`src/rtl/alu_wb_stage.sv`:
```
// alu_wb_stage
// Registered result stage that sits directly after the 32-bit ALU. It
// captures the ALU result, derives N/Z/C/V flags and hands results to
// writeback over a valid/ready handshake. A two-entry skid buffer (main +
// skid) lets in_ready be a flop output while still sustaining one result
// per cycle. The stage also holds the committed architectural flags.
//
// Optional build macro: ALU_WB_OVERFLOW_EN
//   defined   -> V flag is computed; out_flags[0] and flags_q[0] are live
//   undefined -> no V logic; out_flags[0] and flags_q[0] are always 0
//
// Ports
//   clk, rst_n          clock (rising edge), async active-low reset
//   in_valid/in_ready   upstream handshake (in_ready is registered)
//   in_op               ALU code: 000 NOT 001 AND 010 ASR 011 XOR 100 ADD 101 SUB
//   in_a, in_b          ALU operands (used for V only)
//   in_dout, in_cout    ALU result and carry/borrow out
//   in_rd               destination register tag
//   out_valid/out_ready downstream handshake to writeback
//   out_data, out_rd    result and tag of the oldest entry
//   out_flags           {N,Z,C,V} of the oldest entry
//   flags_q             committed {N,Z,C,V}, updated when an entry pops
//   illegal             one-cycle pulse after an illegal opcode is dropped
module alu_wb_stage #(
    parameter int DATA_W = 32,
    parameter int RD_W   = 5
) (
    input  logic              clk,
    input  logic              rst_n,
    input  logic              in_valid,
    output logic              in_ready,
    input  logic [2:0]        in_op,
    input  logic [DATA_W-1:0] in_a,
    input  logic [DATA_W-1:0] in_b,
    input  logic [DATA_W-1:0] in_dout,
    input  logic              in_cout,
    input  logic [RD_W-1:0]   in_rd,
    output logic              out_valid,
    input  logic              out_ready,
    output logic [DATA_W-1:0] out_data,
    output logic [RD_W-1:0]   out_rd,
    output logic [3:0]        out_flags,
    output logic [3:0]        flags_q,
    output logic              illegal
);

    localparam logic [2:0] OP_ADD = 3'b100;
    localparam logic [2:0] OP_SUB = 3'b101;

    // Main entry drives out_*; skid entry holds the overflow result.
    logic              mainValid_q, mainValid_d;
    logic [DATA_W-1:0] mainData_q,  mainData_d;
    logic [RD_W-1:0]   mainRd_q,    mainRd_d;
    logic [3:0]        mainFlags_q, mainFlags_d;
    logic              mainArith_q, mainArith_d;

    logic              skidValid_q, skidValid_d;
    logic [DATA_W-1:0] skidData_q,  skidData_d;
    logic [RD_W-1:0]   skidRd_q,    skidRd_d;
    logic [3:0]        skidFlags_q, skidFlags_d;
    logic              skidArith_q, skidArith_d;

    logic              inReady_q,   inReady_d;
    logic [3:0]        flags_d;
    logic              illegal_q,   illegal_d;

    logic              inLegal, inArith, accept, pop, load;
    logic [3:0]        newFlags;
    logic              newV;

    // Opcode classification and per-result flag derivation at accept time.
    always_comb begin
        inLegal = (in_op <= OP_SUB);
        inArith = (in_op == OP_ADD) || (in_op == OP_SUB);
        newV    = 1'b0;
`ifdef ALU_WB_OVERFLOW_EN
        // ADD overflows when like-signed operands give a different sign;
        // SUB overflows when unlike-signed operands flip the sign of A.
        if (in_op == OP_ADD) begin
            newV = (in_a[DATA_W-1] == in_b[DATA_W-1]) &&
                   (in_dout[DATA_W-1] != in_a[DATA_W-1]);
        end else if (in_op == OP_SUB) begin
            newV = (in_a[DATA_W-1] != in_b[DATA_W-1]) &&
                   (in_dout[DATA_W-1] != in_a[DATA_W-1]);
        end
`endif
        newFlags = {in_dout[DATA_W-1], (in_dout == '0), inArith & in_cout, newV};
    end

`ifdef ALU_WB_OVERFLOW_EN
    logic unusedOperandBits;
    assign unusedOperandBits = ^{in_a[DATA_W-2:0], in_b[DATA_W-2:0]};
`else
    logic unusedOperandBits;
    assign unusedOperandBits = ^{in_a, in_b};
`endif

    // Skid-buffer next state. A pop with the skid full cannot coincide with
    // an accept, because in_ready is low whenever the skid holds data.
    always_comb begin
        mainValid_d = mainValid_q;
        mainData_d  = mainData_q;
        mainRd_d    = mainRd_q;
        mainFlags_d = mainFlags_q;
        mainArith_d = mainArith_q;
        skidValid_d = skidValid_q;
        skidData_d  = skidData_q;
        skidRd_d    = skidRd_q;
        skidFlags_d = skidFlags_q;
        skidArith_d = skidArith_q;
        flags_d     = flags_q;

        accept = in_valid & inReady_q;
        pop    = mainValid_q & out_ready;
        load   = accept & inLegal;

        if (pop && skidValid_q) begin
            mainData_d  = skidData_q;
            mainRd_d    = skidRd_q;
            mainFlags_d = skidFlags_q;
            mainArith_d = skidArith_q;
            skidValid_d = 1'b0;
        end else if (load) begin
            if (!mainValid_q || pop) begin
                mainValid_d = 1'b1;
                mainData_d  = in_dout;
                mainRd_d    = in_rd;
                mainFlags_d = newFlags;
                mainArith_d = inArith;
            end else begin
                skidValid_d = 1'b1;
                skidData_d  = in_dout;
                skidRd_d    = in_rd;
                skidFlags_d = newFlags;
                skidArith_d = inArith;
            end
        end else if (pop) begin
            mainValid_d = 1'b0;
        end

        // Logic ops only own N and Z; C and V survive from the last arith op.
        if (pop) begin
            if (mainArith_q) begin
                flags_d = mainFlags_q;
            end else begin
                flags_d = {mainFlags_q[3:2], flags_q[1:0]};
            end
        end
`ifndef ALU_WB_OVERFLOW_EN
        flags_d[0] = 1'b0;
`endif

        inReady_d = !skidValid_d;
        illegal_d = accept & !inLegal;
    end

    always_ff @(posedge clk or negedge rst_n) begin
        if (!rst_n) begin
            mainValid_q <= 1'b0;
            mainData_q  <= '0;
            mainRd_q    <= '0;
            mainFlags_q <= '0;
            mainArith_q <= 1'b0;
            skidValid_q <= 1'b0;
            skidData_q  <= '0;
            skidRd_q    <= '0;
            skidFlags_q <= '0;
            skidArith_q <= 1'b0;
            inReady_q   <= 1'b1;
            flags_q     <= '0;
            illegal_q   <= 1'b0;
        end else begin
            mainValid_q <= mainValid_d;
            mainData_q  <= mainData_d;
            mainRd_q    <= mainRd_d;
            mainFlags_q <= mainFlags_d;
            mainArith_q <= mainArith_d;
            skidValid_q <= skidValid_d;
            skidData_q  <= skidData_d;
            skidRd_q    <= skidRd_d;
            skidFlags_q <= skidFlags_d;
            skidArith_q <= skidArith_d;
            inReady_q   <= inReady_d;
            flags_q     <= flags_d;
            illegal_q   <= illegal_d;
        end
    end

    assign in_ready  = inReady_q;
    assign out_valid = mainValid_q;
    assign out_data  = mainData_q;
    assign out_rd    = mainRd_q;
    assign out_flags = mainFlags_q;
    assign illegal   = illegal_q;

endmodule

```
`config.mk`:
```
export PLATFORM = sky130hd
export DESIGN_NAME = alu_wb_stage
export DESIGN_NICKNAME = d
export VERILOG_FILES = /design/src/rtl/alu_wb_stage.sv
export SDC_FILE = /design/constraint.sdc
export NUM_CORES = 1
export LEC_CHECK = 0
export CAP_MARGIN = 20
export CORE_ASPECT_RATIO = 1.75
export CORE_MARGIN = 1
export CORE_UTILIZATION = 44
export CTS_BUF_LIST = sky130_fd_sc_hd__clkbuf_16
export DETAILED_ROUTE_END_ITERATION = 10
export GPL_TIMING_DRIVEN = 0
export PLACE_DENSITY = 0.87
export SYNTH_ARGS = -nofsm -noshare
export SYNTH_HDL_FRONTEND = slang
export SYNTH_SLANG_ARGS = --single-unit
```
`constraint.sdc`:
```
create_clock -name clk -period 2.2 [get_ports clk]
set_input_delay 0.44 -clock clk [delete_from_list [all_inputs] [get_ports clk]]
set_output_delay 0.44 -clock clk [all_outputs]
set_load 0.01 [all_outputs]
```
==> results.py <==
metrics = {
    "worst_setup_path": {
        "cp-end-kind": "register",
        "critPathMaxStageDelay_ps": 510,
        "startpoint_type": "primary input",
        "ff2ff_path_depth": 5,
        "critPathSlowestCell": "clkdlybuf4s50_1",
        "timing.rr.end": "skidData_q[18]",
        "path_buf_inv": 2,
        "path_delay_family": "buffers and inverters",
        "required_ps": 2410,
        "critical_path_class": "primary input to register",
        "critical_path_arrival_ps": 2160,
        "r2r_start": "in_ready",
        "cp_max_fo": 10,
        "worstPathCellList": "clkdlybuf4s50_1 > a21oi_4 > nor3b_4 > buf_6 > mux2_2",
        "ff2ff_setup_slack_ps": 300,
    },
    "cts": {
        "clk_pin_slew_ps": 60,
        "cts_resized": 0,
        "cts.sinks": 87,
        "postCtsSetupRepairBufs": 0,
        "ctsHoldBuffers": 0,
        "clock_path_buffers": 2,
        "ctsRootBufferMaster": "clkbuf_16",
        "cts_tree": "built",
        "clock_latency_ps": 330,
        "cts_buffers": 9,
        "htree_levels": 3,
    },
    "global_route": {
        "grt_pass1_wl_um": 14320,
        "grt_pass1_vias": 3012,
        "met3_usage_pct": 4.653,
        "gr-total-overflow": 0,
        "grt_max_degree": 63,
        "grt_antenna_before_repair": 0,
        "grt_busiest_layer": "met2",
        "grt_usage_pct": 20.40,
        "grtUsageMet2_pct": 35.78,
        "use_met1_pct": 22.58,
    },
    "pwr": {
        "seq_power_share_pct": 40.3,
        "ir_drop_uv": 780.9,
        "clock_power_share_pct": 20.7,
        "power_switching_mw": 2.047,
        "pwr-share-comb_pct": 39.0,
        "p_int_mw": 4.887,
        "powerDensity_nw_per_um2": 1311,
        "switching_share_pct": 29.52,
        "leakagePower_nw": 2.380,
    },
    "logic_synthesis": {
        "synth_cells": 345,
        "yosysSeqAreaShare_pct": 55.23,
        "avgSynthCellArea_um2": 11.43,
        "yosysUniqueCellTypes": 29,
        "syn_area_um2": 3944,
        "synth-seq-cells": 87,
        "synth_warnings": 0,
    },
    "final_layout": {
        "multiInputGateArea_um2": 1607,
        "seq_area_um2": 2178,
        "post-route-cell-area_um2": 5289,
        "num_antenna_cells": 0,
        "final_nets": 556,
        "syn2layout_area_growth_pct": 34.11,
        "drive_gt1_share_pct": 25.94,
        "fill_cells": 731,
    },
    "routing": {
        "wl_per_cell_um": 15.50,
        "postRouteWirelength_um": 8803,
        "vias": 2849,
        "drcViolationCount": 0,
        "vias_per_cell": 5.016,
        "ant_nets": 0,
        "initialDrtViolationCount": 123,
        "first_pass_iters": 4,
    },
    "timing": {
        "fin_crit_sh_pct": 88.68,
        "fin_worst_skew_ps": 5.505,
        "slew_viol_final": 0,
        "fmax_mhz": 512.6,
        "setup_viol": 0,
        "rsz0062_at_grt": "no",
        "hold_slack_ps": 25.67,
        "fin_crit_ps": 1951,
        "hold_viol": 0,
    },
    "die": {
        "core_um2": 8671,
        "start_util_pct": 45.48,
        "die_x_um": 73.57,
        "die_area_um2": 9360,
        "core.rowCount": 45,
        "io_pins": 157,
        "die_height_um": 127.2,
    },
    "placed_design": {
        "gp_congestion": 0.7411,
        "port_buffers": 89,
        "hpwl_um": 6515,
        "postPlaceCellArea_um2": 5010,
    },
    "min_path": {
        "hold_class": "primary input to asynchronous set/reset pin",
    },
    "status": {
        "status": "finished, final reports clean",
    },
    "run": {
        "maxCapViolCount": 0,
    },
}
-- area by class of cell --
type                            instances  area share [%]
Sequential cell                        87           41.19
Multi-Input combinational cell        235           30.38
Timing Repair Buffer                   90           17.32
Clock buffer                            9           4.258
Buffer                                 21           2.863
Tap cell                              117           2.768
Clock inverter                          6           1.017
Inverter                                3          0.2129
-- stage by stage --
step | power, mW | util, % | setup TNS [ps] | setup WS, ps | instances
CTS | 7.016 | 61.00 | 0 | 251.5 | 568
detailed placement | 5.545 | 57.78 | -2733 | -90.81 | 553
floorplan | 4.257 | - | 0 | 452.2 | 346
global placement | 5.382 | 57.49 | -201020 | -2313 | 552
global route | 7.336 | 61.00 | 0 | 168.0 | 568
finish | 6.935 | 61.00 | 0 | 249.0 | 568
-- power by group through the flow --
stage / clock network, mW / registers [mW] / logic, mW
6_report: 1.43 / 2.80 / 2.70
5_1_grt: 1.53 / 2.88 / 2.92
4_1_cts: 1.48 / 2.79 / 2.74
3_5_place_dp: 0 / 2.82 / 2.73
3_3_place_gp: 0 / 2.75 / 2.63
2_1_floorplan: 0 / 2.91 / 1.34
-- registers in the layout (all words and copies together), names as in the netlist, 2 cells and up --
signal	flops
out_rd	5
out_flags	3
out_data	31
flags_q	3
skidRd_q	5
skidData_q	32
skidFlags_q	2
-- layout by cell type (no fill, tap or decap) --
cell type and n:
nand3_1 3, nand2_1 116, clkinv_1 2, conb_1 2, clkbuf_16 9, and3_1 1
a21o_1 2, buf_4 5, o21ai_0 2, clkbuf_1 1, o21a_1 1, dfstp_2 1
bufinv_16 1, a221o_1 1, buf_16 1, inv_1 4, buf_2 10, a21oi_4 1
nor2_1 3, buf_6 6, a21oi_1 3, nand3_2 1, nor3b_4 1, mux2i_1 2
clkinv_2 1, nand2b_1 3, nor4_1 8, nand4_1 2, dfrtp_1 86, o22ai_2 1
nand3b_1 1, clkinvlp_4 1, and2_1 1, mux2_1 2, clkdlybuf4s50_1 88, mux2_2 78
-- metal layers --
metal,part of all wire [%],wire [um]
met2,53,4694
met5,0,0
met3,3.8,337
met4,3.1,277
met1,40,3494
-- cells in the mapped netlist --
library cell / instances / area share [%]
buf_2: 10 / 1.3
nand3_2: 1 / 0.25
o22ai_2: 1 / 0.32
buf_6: 6 / 1.7
mux2i_1: 2 / 0.51
o21ai_0: 2 / 0.25
buf_4: 4 / 0.76
and3_1: 1 / 0.16
mux2_2: 78 / 22
nand2b_1: 3 / 0.48
clkbuf_1: 1 / 0.095
a21o_1: 2 / 0.38
o21a_1: 1 / 0.19
a21oi_1: 3 / 0.38
inv_1: 3 / 0.29
conb_1: 1 / 0.095
nor4_1: 8 / 1.3
nor3b_4: 1 / 0.48
nand3b_1: 1 / 0.19
and2_1: 1 / 0.16
a21oi_4: 1 / 0.41
nand4_1: 2 / 0.32
a221o_1: 1 / 0.25
nand3_1: 3 / 0.38
nand2_1: 116 / 11
mux2_1: 2 / 0.57
dfstp_2: 1 / 0.67
nor2_1: 3 / 0.29
dfrtp_1: 86 / 55
-- worst max-delay path by stage --
stage          cells after the start  slack, ps              to      from
2_1_floorplan                      5        450  skidData_q[14]  in_ready
3_5_place_dp                       5        -90  skidData_q[18]  in_op[2]
6_report                           5        250  skidData_q[18]  in_op[2]
4_1_cts                            5        250  skidData_q[18]  in_op[2]
5_1_grt                            5        170  skidData_q[18]  in_op[2]
3_3_place_gp                       1      -2310      flags_q[1]     rst_n
-- worst register-to-register path: cells and delay by family, from the launching register on --
| kind | cells | cell delay (ps) |
|---|---|---|
| buffers and inverters | 1 | 220 |
| AND/OR/NAND/NOR | 2 | 450 |
| AO/OA/AOI/OAI | 1 | 220 |
| multiplexers | 1 | 350 |
| flip-flops | 1 | 530 |
-- cell families (layout without fill, tap and decap cells) --
| logic type | Yosys count | after routing | share of synthesized area (%) |
|---|---|---|---|
| and+or+nand+nor | 140 | 140 | 15.01 |
| DFF | 87 | 87 | 55.23 |
| muxes | 82 | 82 | 23.35 |
| buffers and inverters | 24 | 129 | 4.124 |
| AOI/OAI and AO/OA | 11 | 11 | 2.189 |
| other | 1 | 2 | 0.09509 |
Note: power is estimated with default switching activity, not from simulation.
